--- src/rtl/lfsr_result_uart.sv ---
// lfsr_result_uart: captures each result of the pseudo-random generator on the
// falling edge of its busy flag, queues it in a small circular FIFO and sends
// every queued result off-chip as an 8N1 UART frame (LSB first, line idles high).
//
// Handshake: the generator has no ready. A capture is busy_d & ~busy_in; it is
// accepted when the FIFO is not full (judged on the pre-edge count) and dropped
// otherwise, which sets the sticky overflow flag. The UART side pops the FIFO
// head whenever it is idle and the FIFO is non-empty.
module lfsr_result_uart #(
  parameter int DWIDTH  = 8,
  parameter int DEPTH   = 8,
  parameter int CLK_DIV = 16
) (
  input  logic                     wb_clk_i,
  input  logic                     wb_rst_i,
  input  logic [DWIDTH-1:0]        num_in,
  input  logic                     busy_in,
  input  logic                     clr_ovf_i,
  output logic                     tx_o,
  output logic                     tx_busy_o,
  output logic [$clog2(DEPTH):0]   fifo_count_o,
  output logic                     overflow_o
);

  localparam int AW = $clog2(DEPTH);
  localparam int TW = $clog2(CLK_DIV);
  localparam int BW = $clog2(DWIDTH + 1);
  localparam logic [AW:0]   FULL_CNT  = (AW + 1)'(DEPTH);
  localparam logic [TW-1:0] TIMER_MAX = TW'(CLK_DIV - 1);
  localparam logic [BW-1:0] LAST_BIT  = BW'(DWIDTH - 1);

  typedef enum logic [1:0] {IDLE, START, DATA, STOP} state_t;

  state_t              state, state_n;
  logic                busy_d;
  logic [DWIDTH-1:0]   mem [DEPTH];
  logic [AW-1:0]       head, tail;
  logic [AW:0]         count;
  logic [TW-1:0]       timer, timer_n;
  logic [BW-1:0]       bit_idx, bit_idx_n;
  logic [DWIDTH-1:0]   shift, shift_n;
  logic                tx_n;
  logic                capture, full, push, pop, bit_end;

  assign capture      = busy_d & ~busy_in;
  assign full         = (count == FULL_CNT);
  assign push         = capture & ~full;
  assign bit_end      = (timer == TIMER_MAX);
  assign fifo_count_o = count;
  assign tx_busy_o    = (state != IDLE);

  // Delayed busy flag for falling-edge detection; resets low so a generator
  // already busy at reset release cannot produce a false capture.
  always_ff @(posedge wb_clk_i or posedge wb_rst_i) begin
    if (wb_rst_i) busy_d <= 1'b0;
    else          busy_d <= busy_in;
  end

  // FIFO storage; contents need no reset since count gates every read.
  always_ff @(posedge wb_clk_i) begin
    if (push) mem[tail] <= num_in;
  end

  // FIFO pointers and occupancy; pointers wrap naturally (DEPTH is a power of 2).
  always_ff @(posedge wb_clk_i or posedge wb_rst_i) begin
    if (wb_rst_i) begin
      head  <= '0;
      tail  <= '0;
      count <= '0;
    end else begin
      if (push) tail <= tail + 1'b1;
      if (pop)  head <= head + 1'b1;
      case ({push, pop})
        2'b10:   count <= count + 1'b1;
        2'b01:   count <= count - 1'b1;
        default: count <= count;
      endcase
    end
  end

  // Sticky overflow flag; a drop in the same cycle as a clear keeps it set.
  always_ff @(posedge wb_clk_i or posedge wb_rst_i) begin
    if (wb_rst_i)                overflow_o <= 1'b0;
    else if (capture && full)    overflow_o <= 1'b1;
    else if (clr_ovf_i)          overflow_o <= 1'b0;
  end

  // TX state register and the registered serial line.
  always_ff @(posedge wb_clk_i or posedge wb_rst_i) begin
    if (wb_rst_i) begin
      state   <= IDLE;
      timer   <= '0;
      bit_idx <= '0;
      shift   <= '0;
      tx_o    <= 1'b1;
    end else begin
      state   <= state_n;
      timer   <= timer_n;
      bit_idx <= bit_idx_n;
      shift   <= shift_n;
      tx_o    <= tx_n;
    end
  end

  // TX next-state: each of START, every DATA bit and STOP lasts CLK_DIV cycles;
  // the line value is derived from the next state so tx_o is a clean register.
  always_comb begin
    state_n   = state;
    timer_n   = timer;
    bit_idx_n = bit_idx;
    shift_n   = shift;
    pop       = 1'b0;
    tx_n      = 1'b1;
    case (state)
      IDLE: begin
        if (count != '0) begin
          pop       = 1'b1;
          shift_n   = mem[head];
          timer_n   = '0;
          bit_idx_n = '0;
          state_n   = START;
        end
      end
      START: begin
        if (bit_end) begin
          timer_n = '0;
          state_n = DATA;
        end else begin
          timer_n = timer + 1'b1;
        end
      end
      DATA: begin
        if (bit_end) begin
          timer_n   = '0;
          shift_n   = shift >> 1;
          bit_idx_n = bit_idx + 1'b1;
          if (bit_idx == LAST_BIT) state_n = STOP;
        end else begin
          timer_n = timer + 1'b1;
        end
      end
      STOP: begin
        if (bit_end) begin
          timer_n = '0;
          state_n = IDLE;
        end else begin
          timer_n = timer + 1'b1;
        end
      end
      default: state_n = IDLE;
    endcase
    case (state_n)
      START:   tx_n = 1'b0;
      DATA:    tx_n = shift_n[0];
      default: tx_n = 1'b1;
    endcase
  end

endmodule

--- config.mk ---
export PLATFORM = sky130hd
export DESIGN_NAME = lfsr_result_uart
export DESIGN_NICKNAME = d
export VERILOG_FILES = /design/src/rtl/lfsr_result_uart.sv
export SDC_FILE = /design/constraint.sdc
export NUM_CORES = 1
export LEC_CHECK = 0
export ABC_AREA = 0
export ABC_CLOCK_PERIOD_IN_PS = 2950
export BUFFER_PORTS_ARGS = -buffer_cell sky130_fd_sc_hd__buf_2
export CAP_MARGIN = 5
export CELL_PAD_IN_SITES_DETAIL_PLACEMENT = 0
export CELL_PAD_IN_SITES_GLOBAL_PLACEMENT = 1
export CORE_MARGIN = 2
export CORE_UTILIZATION = 45
export CTS_CLUSTER_SIZE = 20
export DETAILED_ROUTE_END_ITERATION = 12
export PLACE_DENSITY_LB_ADDON = 0.1
export REMOVE_ABC_BUFFERS = 1
export SLEW_MARGIN = 20
export SYNTH_ARGS = -nofsm -noshare
export SYNTH_HDL_FRONTEND = slang
export SYNTH_SLANG_ARGS = --single-unit
--- constraint.sdc ---
create_clock -name wb_clk_i -period 2.95 [get_ports wb_clk_i]
set_clock_uncertainty 0.05 [all_clocks]
set_input_delay 0.1475 -clock wb_clk_i [delete_from_list [all_inputs] [get_ports wb_clk_i]]
set_output_delay 0.1475 -clock wb_clk_i [all_outputs]
set_load 0.03 [all_outputs]
== Word level (Yosys, flattened, before mapping) ==
Memories as Yosys holds them, arrays and structs flattened.
Index checks and enable logic that the tools add are counted.
Storage, ports and cells
  flip-flop bits (word level): 31
  bits in writable memories: 64
  input port bits: 12
  output and inout bits: 7
  logic and storage cells: 65
  memories kept: 1
Cells by class
  $add $sub $neg: 6
  equality and inequality tests: 12
  multiplexer cells: 22
  bitwise logic cells: 4
  reductions and logical operators: 9
Memories
  mem: words 8, width 8, read ports 1, clocked after memory_dff 0, wr ports 1, RTL line 36  | logic [DWIDTH-1:0] mem [DEPTH];
Operators by type and width (count)
  4-bit one-hot mux with 2 select lines: 3
  8-bit 2-to-1 mux: 2
  8-bit one-hot mux with 2 select lines: 1
  4-bit by 1-bit adder with 4-bit output, second input constant: 3
  4-bit 2-to-1 mux: 3
  2-bit 2-to-1 mux: 5
  2-bit equality test, second input constant: 4
  4-bit equality test, second input constant: 2
  2-bit one-hot mux with 4 select lines: 1
  2-bit nonzero test: 4
  3-bit by 1-bit adder with 3-bit output, second input constant: 2
  2-bit by 1-bit equality test with 1-bit output, second input constant: 3
  1-bit 2-to-1 mux: 6
  4-bit by 3-bit equality test with 1-bit output, second input constant: 1
  2-bit != test, second input constant: 2
  4-bit nonzero test: 1
  4-bit by 1-bit subtractor with 4-bit output, second input constant: 1
  3-bit AND reduction: 1
  3-bit OR reduction: 1
  1-bit AND: 2
  2-bit zero test: 1
  1-bit inverter: 2
  1-bit one-hot mux with 2 select lines: 1
  1-bit logical AND: 1

== Depth between registers and ports, before layout ==
Gate-level depths: netlist of run 1.
  depth after elaboration: 6
  depth in mapped cells: 12

== Worst setup path after synthesis of run 1 ==
Ideal clock, no wire load.
  path kind: reg-to-reg
  start: register count[1], in the netlist fifo_count_o[1]
  end: register count[2], in the netlist fifo_count_o[2]
  setup time: 0.139 ns
  arrival: 2.501 ns
  setup slack: 0.260 ns
  stages on the path, launching flop included: 13
  buffers on the path: 2
  path through: dfrtp_1 -> buf_6 -> or4_4 -> buf_6 -> nand2_2 -> inv_1 -> ha_1 -> xor2_1 -> ha_1 -> a21oi_1 -> xor2_1 -> nor2_1 -> xor2_1
On the way
  cells in the longest elaborated chain, start to end: 5
  elaborated cells between the ends (all ways): 12
  those cells by class: add/sub (2); eq/ne (3); mux (3); bitwise (2); reduce/logical (2)
Ends and longest elaborated chain
  start, declared: RTL line 38  | logic [AW:0] count;
  start signal, assigned: RTL line 74  | 2'b10: count <= count + 1'b1;
  start signal, assigned: RTL line 75  | 2'b01: count <= count - 1'b1;
  start signal, assigned: RTL line 76  | default: count <= count;
  4-bit nonzero test (*): RTL line 116  | if (count != '0) begin
  1-bit 2-to-1 mux (*): RTL line 116
  1-bit 2-to-1 mux (*): RTL line 114  | case (state)
  net pop: RTL line 43  | logic capture, full, push, pop, bit_end;
  2-bit by 1-bit equality test with 1-bit output or 2-bit equality test (tied branches): RTL line 73  | case ({push, pop})
  4-bit one-hot mux with 2 select lines or 2-bit nonzero test (tied branches)
Mark *: on every way through the listed nets, which the timed path passes. The rest lies on a longest branch.
A chain may end at the register's enable or synchronous reset.

== Worst setup path in the final report of run 1 ==
  start: register count[0], in the netlist fifo_count_o[0]
  end: register count[2], in the netlist fifo_count_o[2]
Same word-level chain as after synthesis.

==> results.toml, run 1 <==
[timing]
setup_viol = 0
slew_headroom_pct = 54.7
worstMarginPinSlew_ns = 0.679
rsz0062_at_grt = "no"
fin_crit_sh_pct = 87.0
fmax_mhz = 390
drv_slew = 0
min_period_ns = 2.57
tns_ns = 0
hold_violations = 0

[worst_setup_path]
cp-end-kind = "flop"
cpMaxStageDelayCell = "or4_4"
slowest_delay_ns = 0.62
required_ns = 3.15
worstSetupStartpointType = "flop"
critPathTopFamily = "simple AND/OR/NAND/NOR gates"
crit_chain = "or4_4 > nand2_2 > inv_1 > ha_1 > xor2_1 > ha_1 > a21oi_1 > xor2_1 > nor2_1 > xor2_1"
crit_path_frequent_cell = "xor2_1"
worstSetupPathType = "reg2reg"
cp.arrival_ns = 2.76
path_max_fanout = 7
cp_num_buf_inv = 1

[cts]
cts_buffers = 9
cts_max_path_buffers = 2
ctsRootBufferMaster = "clkbuf_8"
ctsResizeCount = 0
clk_latency_ns = 0.35
cts.sinks = 95
cts_tree = "yes"
path_clk_slew_ns = 0.10
cts_setup_buffers = 0
cts_hold_repair.buffers = 7
cts_max_level = 3

[floorplanning]
die_y_um = 98.3
start_util_pct = 46.1
core-area_mm2 = 0.00868
ios = 19
dieArea_mm2 = 0.00965
die_w_um = 98.3
num_rows = 34

[logic_synthesis]
syn_area_per_cell_um2 = 16.0
synth_edf_count = 64
ys.flop_type = "edfxtp_1"
async_flop_share_pct = 32.6
synth_cell_types = 44
synth-seq-area-share_pct = 67.5
synthesis.area_mm2 = 0.00400
yosysWarnings = 0
ys_ff_latch = 95
syn_inst = 250

[final_layout]
areaGrowthSynthToFinish_pct = 13.2
diodes = 0
fin_util_pct = 52.2
final_cell_area_mm2 = 0.00453
final_nets = 309
layout-drive-gt1-share_pct = 25.4

[global_route]
grt_overflow_total = 0
grt_pass1_wl_um = 11600
antenna_found_initial = 0
grt_max_degree = 32
track_usage_pct = 15.7
grt_pass1_vias = 2218

[power_and_ir_drop]
power_leakage_nw = 1.71
powerDensity_mw_per_mm2 = 863
vdd_ir_drop_max_v = 0.000376

[run_status]
status = "finished clean"

[place]
dp_hpwl_um = 4450
gp_congestion = 0.724
placed_area_mm2 = 0.00426
io_buffers = 18

[routing]
via_per_inst = 5.32
drc = 0
vias = 2143
wl_per_cell_um = 17.4
wirelength_um = 7010
dr.pass1.iters = 4
drt_iter0_drc = 156
ant_nets = 0

[worst_hold_path]
hp-class = "in2reg"

[job]
maxCapViolations = 0
## state kept, by name (all words and copies together), names as in the netlist
name / flops
bit_idx: 4
tail: 3
fifo_count_o: 4
head: 3
overflow_o: 1
timer: 4
mem: 64
shift: 8
tx_o: 1
state: 2
busy_d: 1
## power by group
part           switching [mW]  internal [mW]  total (mW)  leakage, nW
registers               0.256           1.67        1.92        0.959
logic                   0.584          0.571        1.16        0.650
clock network           0.498          0.332       0.830       0.0995
## cells in the final DEF, fill, tap and decap left out, types with 4 or more instances in the layout
master          n
ha_1            7
nor3_1          6
dlygate4sd3_1   7
mux4_2         15
xor2_1          6
nand3_1         4
mux2i_1        12
o21ai_0         8
buf_4          14
edfxtp_1       64
dfrtp_1        30
nand2b_1        6
nand2_1        16
inv_1           6
o21ai_2         6
a22oi_1         6
nor2_1         14
clkbuf_8        9
xnor2_1         6
buf_2          18
## final timing paths
| path | from | slack (ns) | end | cells past startpoint |
|---|---|---|---|---|
| hold reg to reg | shift[7] | 0.45 | shift[7] | 2 |
| min in group asynchronous | wb_rst_i | 0.38 | timer[0] | 4 |
| hold / removal | num_in[6] | 0.02 | mem[1][6] | 1 |
| setup reg to reg | fifo_count_o[0] | 0.38 | fifo_count_o[2] | 10 |
| max in group asynchronous | wb_rst_i | 2.15 | tx_o | 4 |
| setup / recovery | fifo_count_o[0] | 0.38 | fifo_count_o[2] | 10 |
## synthesized netlist by cell type (2+ instances only)
cell      count  area share (%)
mux4_2       15             8.5
nand2_1      16             1.5
mux2i_1      12             3.0
edfxtp_1     64              48
nor2_1       14             1.3
inv_1         6            0.56
buf_6         3            0.85
clkbuf_1      2            0.19
xor2_1        6             1.3
buf_1         2            0.19
xnor2_1       6             1.3
nor3_1        6            0.75
ha_1          7             2.2
dfrtp_1      30              19
nand2b_1      6            0.94
o21ai_0       8             1.0
buf_2         2            0.25
nor2b_1       2            0.31
nand4_1       2            0.31
a22oi_1       6             1.1
o21ai_2       6             1.3
a21oi_1       3            0.38
mux2_2        2            0.56
nand3_1       4            0.50
## stage by stage
step                      power, mW  hold slack [ns]  instances  worst slack [ns]
final                          3.91           0.0183        403             0.384
after global routing           4.16           0.0131        403             0.265
after CTS                      3.96          0.00249        403             0.377
after detailed placement       3.12            0.215        380             0.402
after global placement         3.11            0.207        380             0.434
after floorplan                2.77            0.129        240             0.166
## cell families after synthesis
| group | count (synthesis) | synth area share (%) |
|---|---|---|
| flops | 95 | 67.5 |
| simple gates | 59 | 7.39 |
| compound gates | 31 | 5.76 |
| mux | 30 | 12.3 |
| buf+inv | 16 | 2.22 |
| xor+xnor | 12 | 2.63 |
| fa+ha+maj | 7 | 2.19 |
## layout make-up
type | instances | area (um2)
fillers | 763 | 4150
flip-flops and latches | 95 | 2700
multi-input cells | 139 | 1210
repair buffers | 39 | 265
well taps | 108 | 135
clock buffers | 9 | 124
clock inverters | 7 | 71.3
inverters | 6 | 22.5
## worst reg2reg max path: cells and delay by family, from the launching register on
family | cells | cell delay (ns)
compound gates | 1 | 0.14
xor+xnor | 3 | 0.48
fa+ha+maj | 2 | 0.44
buf+inv | 1 | 0.10
flops | 1 | 0.47
simple gates | 3 | 0.79
## metal layers
| metal | vias to the layer above | track usage (%) | wire length [um] |
|---|---|---|---|
| met3 | 10 | 2.58 | 153 |
| met2 | 24 | 22.8 | 3100 |
| met5 | - | 0 | 0 |
| met4 | 0 | 6.01 | 101 |
| li1 | 1037 | - | - |
| met1 | 1072 | 24.1 | 3650 |
No activity file was read; power rests on OpenSTA's default activity.
==> inputs of run 2 (changes only) <==
--- a/config.mk
+++ b/config.mk
@@ -13,9 +13,10 @@
 export CELL_PAD_IN_SITES_GLOBAL_PLACEMENT = 1
 export CORE_MARGIN = 2
 export CORE_UTILIZATION = 45
+export CTS_CLUSTER_DIAMETER = 80
 export CTS_CLUSTER_SIZE = 20
 export DETAILED_ROUTE_END_ITERATION = 12
-export PLACE_DENSITY_LB_ADDON = 0.1
+export PLACE_DENSITY = 0.7
 export REMOVE_ABC_BUFFERS = 1
 export SLEW_MARGIN = 20
 export SYNTH_ARGS = -nofsm -noshare
==> run 2 against run 1 <==
Net effect:
- total power fell by 1.3%
- register-to-register slack improved by 0.03 ns
- final cell count fell by 0.99%
- critical endpoint unchanged
- largest power group unchanged
- critical path type unchanged
- first-iteration DRC count up 5.8%
==> results.toml, run 2 (synthesis results as in run 1) <==
[run_status]
status = "finished clean"

[floorplanning]
core-area_mm2 = 0.00868
start_util_pct = 46.1
num_rows = 34
die_y_um = 98.3
die_w_um = 98.3
dieArea_mm2 = 0.00965
ios = 19

[routing]
vias = 2125
ant_nets = 0
wl_per_cell_um = 16.9
via_per_inst = 5.33
drt_iter0_drc = 165
dr.pass1.iters = 4
drc = 0
wirelength_um = 6760

[worst_hold_path]
min_path_cells = 1
hold_end = "mem[2][7]"
holdCritStartpoint = "num_in[7]"
hp-class = "in2reg"

[timing]
tns_ns = 0
hold_violations = 0
worstMarginPinSlew_ns = 0.585
rsz0062_at_grt = "no"
setup_viol = 0
slew_headroom_pct = 61.0
fmax_mhz = 394
min_period_ns = 2.54
fin_crit_sh_pct = 86.0
drv_slew = 0

[worst_setup_path]
required_ns = 3.14
r2r_end = "fifo_count_o[2]"
r2r_setup_slack_ns = 0.41
reg2reg_depth = 10
worstSetupStartpointType = "flop"
path_max_fanout = 7
cp.arrival_ns = 2.73
regToRegStartpoint = "fifo_count_o[0]"
cp-end-kind = "flop"
worstSetupPathType = "reg2reg"

[cts]
cts_tree = "yes"
cts_setup_buffers = 0
cts.sinks = 95
path_clk_slew_ns = 0.10
cts_buffers = 9
ctsRootBufferMaster = "clkbuf_8"
clk_latency_ns = 0.35
ctsResizeCount = 0
cts_max_level = 3
cts_hold_repair.buffers = 3
cts_max_path_buffers = 2

[power_and_ir_drop]
power_leakage_nw = 1.68
powerDensity_mw_per_mm2 = 862
vdd_ir_drop_max_v = 0.000486
finalPower_mw = 3.86

[job]
maxCapViolations = 0

[final_layout]
final_cell_mix = "edfxtp_1 (64), dfrtp_1 (30), buf_2 (18)"
largest_register = "mem"
final_nets = 305
areaGrowthSynthToFinish_pct = 12.0
top_regs = "mem: 64 flops, shift: 8 flops"
layout-drive-gt1-share_pct = 25.8
final_common_cell = "edfxtp_1"
final_cells = 399
largest_reg_flops = 64
nFillCells = 746
diodes = 0

[place]
io_buffers = 18
gp_congestion = 0.794
dp_hpwl_um = 4480
placed_cells = 380

[global_route]
grt_max_degree = 32
grt_overflow_total = 0
grt_pass1_vias = 2092
track_usage_pct = 14.7
antenna_found_initial = 0
grt_pass1_wl_um = 10800
## run 2: changes by cell type in the layout (fill, tap and decap cells not counted)
cell and delta:
dlygate4sd3_1 -4, clkinv_8 -1, clkinvlp_4 +1
## run 2: where the power goes
group          switching [mW]  leakage (nW)  total, mW  internal (mW)
registers               0.253         0.959       1.92           1.67
logic                   0.575         0.633       1.14          0.567
clock network           0.472        0.0927      0.796          0.324
total                    1.30          1.68       3.86           2.56
## run 2: how the worst max path moves through the flow
stage	cells after the start	start	to	slack [ns]
6_report	10	fifo_count_o[0]	fifo_count_o[2]	0.41
5_1_grt	10	fifo_count_o[0]	fifo_count_o[2]	0.26
4_1_cts	10	fifo_count_o[0]	fifo_count_o[2]	0.41
3_5_place_dp	10	fifo_count_o[0]	fifo_count_o[2]	0.42
3_3_place_gp	10	fifo_count_o[0]	fifo_count_o[2]	0.46
2_1_floorplan	10	fifo_count_o[0]	fifo_count_o[2]	0.17
## run 2: critical path: stages, from the launching register on
cell     delay (ns)
dfrtp_1        0.47
or4_4          0.61
nand2_2        0.10
inv_1          0.10
ha_1           0.26
xor2_1         0.17
ha_1           0.18
a21oi_1        0.14
xor2_1         0.15
nor2_1         0.06
xor2_1         0.14
## run 2: cell type report
cell class | count | area (um2) | share of cell area [%]
Multi-Input combinational cell | 139 | 1210 | 27.0
Sequential cell | 95 | 2700 | 60.3
Timing Repair Buffer | 35 | 225 | 5.03
Clock buffer | 9 | 124 | 2.77
Tap cell | 108 | 135 | 3.02
Clock inverter | 7 | 62.6 | 1.40
Inverter | 6 | 22.5 | 0.503
## run 2: stage by stage
step / utilization, % / hold WS (ns) / area (um2) / setup WS [ns]
after floorplan: - / 0.129 / 3930 / 0.166
after global placement: 49.1 / 0.202 / 4260 / 0.458
after detailed placement: 49.1 / 0.204 / 4260 / 0.422
after CTS: 51.6 / 0.00471 / 4480 / 0.412
after global routing: 51.6 / 0.00978 / 4480 / 0.258
final: 51.6 / 0.0160 / 4480 / 0.413
## run 2: layer usage
| layer | up-vias | global-route usage, % | wire [um] |
|---|---|---|---|
| li1 | 1027 | - | - |
| met1 | 1054 | 19.3 | 3050 |
| met2 | 36 | 24.8 | 3440 |
| met3 | 8 | 2.65 | 185 |
| met4 | 0 | 5.06 | 87 |
| met5 | - | 0 | 0 |
==> inputs of run 3 (changes only) <==
--- a/config.mk
+++ b/config.mk
@@ -16,6 +16,7 @@
 export CTS_CLUSTER_DIAMETER = 80
 export CTS_CLUSTER_SIZE = 20
 export DETAILED_ROUTE_END_ITERATION = 12
+export HOLD_SLACK_MARGIN = 0.03
 export PLACE_DENSITY = 0.7
 export REMOVE_ABC_BUFFERS = 1
 export SLEW_MARGIN = 20
==> run 3 against run 2 <==
Net effect:
- worst setup slack worse by 0.0015 ns
- clock power about the same
- routed wire length up 0.22%
- critical path type unchanged
- highest routed layer unchanged
==> results.toml, run 3 (synthesis results as in run 1) <==
[routing]
wl_per_cell_um = 16.6
drc = 0
vias = 2127
dr.pass1.iters = 4
ant_nets = 0
wirelength_um = 6770
drt_iter0_drc = 158
via_per_inst = 5.23

[global_route]
grt_pass1_vias = 2126
track_usage_pct = 14.8
grt_max_degree = 32
grt_overflow_total = 0
grt_pass1_wl_um = 11000
antenna_found_initial = 0

[job]
maxCapViolations = 0

[final_layout]
largest_register = "mem"
areaGrowthSynthToFinish_pct = 14.0
final_cells = 407
diodes = 0
final_cell_mix = "edfxtp_1 (64), dfrtp_1 (30), buf_2 (18)"
largest_reg_flops = 64
layout-drive-gt1-share_pct = 25.1
final_common_cell = "edfxtp_1"
nFillCells = 738
top_regs = "mem: 64 flops, shift: 8 flops"
final_nets = 313
final_cell_area_mm2 = 0.00456
fin_util_pct = 52.5

[power_and_ir_drop]
powerDensity_mw_per_mm2 = 848
power_leakage_nw = 1.72
clkPwrFrac_pct = 20.6
intPower_mw = 2.57
vdd_ir_drop_max_v = 0.000486
p_switching_mw = 1.30
p_comb_share_pct = 29.7
finalPower_mw = 3.87
seqPwrFrac_pct = 49.7
sw_frac_of_total_pct = 33.6

[cts]
cts_max_level = 3
cts_max_path_buffers = 2
cts_tree = "yes"
ctsResizeCount = 0
cts_setup_buffers = 0
cts.sinks = 95
cts_buffers = 9
clk_latency_ns = 0.35
ctsRootBufferMaster = "clkbuf_8"
path_clk_slew_ns = 0.10

[worst_setup_path]
required_ns = 3.14
r2r_setup_slack_ns = 0.41
worstSetupPathType = "reg2reg"
worstSetupStartpointType = "flop"
reg2reg_depth = 10
r2r_end = "fifo_count_o[2]"
path_max_fanout = 7
regToRegStartpoint = "fifo_count_o[0]"
cp-end-kind = "flop"
startpoint = "fifo_count_o[0]"
crit_path_end = "fifo_count_o[2]"
cp.arrival_ns = 2.73

[timing]
rsz0062_at_grt = "no"
worstMarginPinSlew_ns = 0.587
fin_crit_sh_pct = 86.1
drv_slew = 0
hold_slack_ns = 0.355
fmax_mhz = 394
hold_violations = 0
tns_ns = 0
min_period_ns = 2.54
setup_viol = 0
final.setup.worst_slack_ns = 0.411
slew_headroom_pct = 60.8

[floorplanning]
num_rows = 34
die_y_um = 98.3
dieArea_mm2 = 0.00965
ios = 19
start_util_pct = 46.1
die_w_um = 98.3
core-area_mm2 = 0.00868

[place]
placed_area_mm2 = 0.00426
dp_hpwl_um = 4480
gp_congestion = 0.794
dp_slack_ns = 0.422
placed_cells = 380
io_buffers = 18

[worst_hold_path]
hp-class = "in2async"

[run_status]
status = "finished clean"
==> run 3: cell type report <==
cell class / instances / area (um2) / area share [%]
Sequential cell: 95 / 2700 / 59.2
Multi-Input combinational cell: 139 / 1210 / 26.5
Timing Repair Buffer: 43 / 305 / 6.70
Tap cell: 108 / 135 / 2.96
Clock buffer: 9 / 124 / 2.72
Clock inverter: 7 / 62.6 / 1.37
Inverter: 6 / 22.5 / 0.494
==> run 3: metal layers <==
metal	vias up	part of all wire (%)	GRT usage (%)
li1	1042	-	-
met1	1052	46	19.5
met2	25	51	25.1
met3	8	1.8	2.58
met4	0	1.3	5.06
met5	-	0	0
==> run 3: worst min-delay path by stage <==
stage | end | slack [ns] | from
after global routing | timer[1] | 0.39 | wb_rst_i
after detailed placement | timer[1] | 0.20 | wb_rst_i
after global placement | timer[2] | 0.20 | wb_rst_i
after CTS | fifo_count_o[2] | 0.36 | wb_rst_i
final | fifo_count_o[2] | 0.35 | wb_rst_i
after floorplan | busy_d | 0.13 | busy_in
==> run 3: critical path, cell delays in order (launching register included) <==
cell and delay [ns]:
dfrtp_1 0.47, or4_4 0.61, nand2_2 0.10, inv_1 0.10, ha_1 0.26, xor2_1 0.17, ha_1 0.18, a21oi_1 0.14
xor2_1 0.15, nor2_1 0.06, xor2_1 0.14
==> run 3: repair_timing <==
item | CTS | global route
hold endpoints to repair | 88 | 0
hold buffers | 11 | 0
endpoints found under the setup margin | 0 | 0
==> run 3: power groups by stage <==
stage                     logic (mW)  clock network [mW]  registers [mW]
after global routing            1.28               0.874            1.96
final                           1.15               0.795            1.92
after CTS                       1.17               0.826            1.92
after floorplan                0.748                   0            2.02
after global placement          1.15                   0            1.94
after detailed placement        1.15                   0            1.95
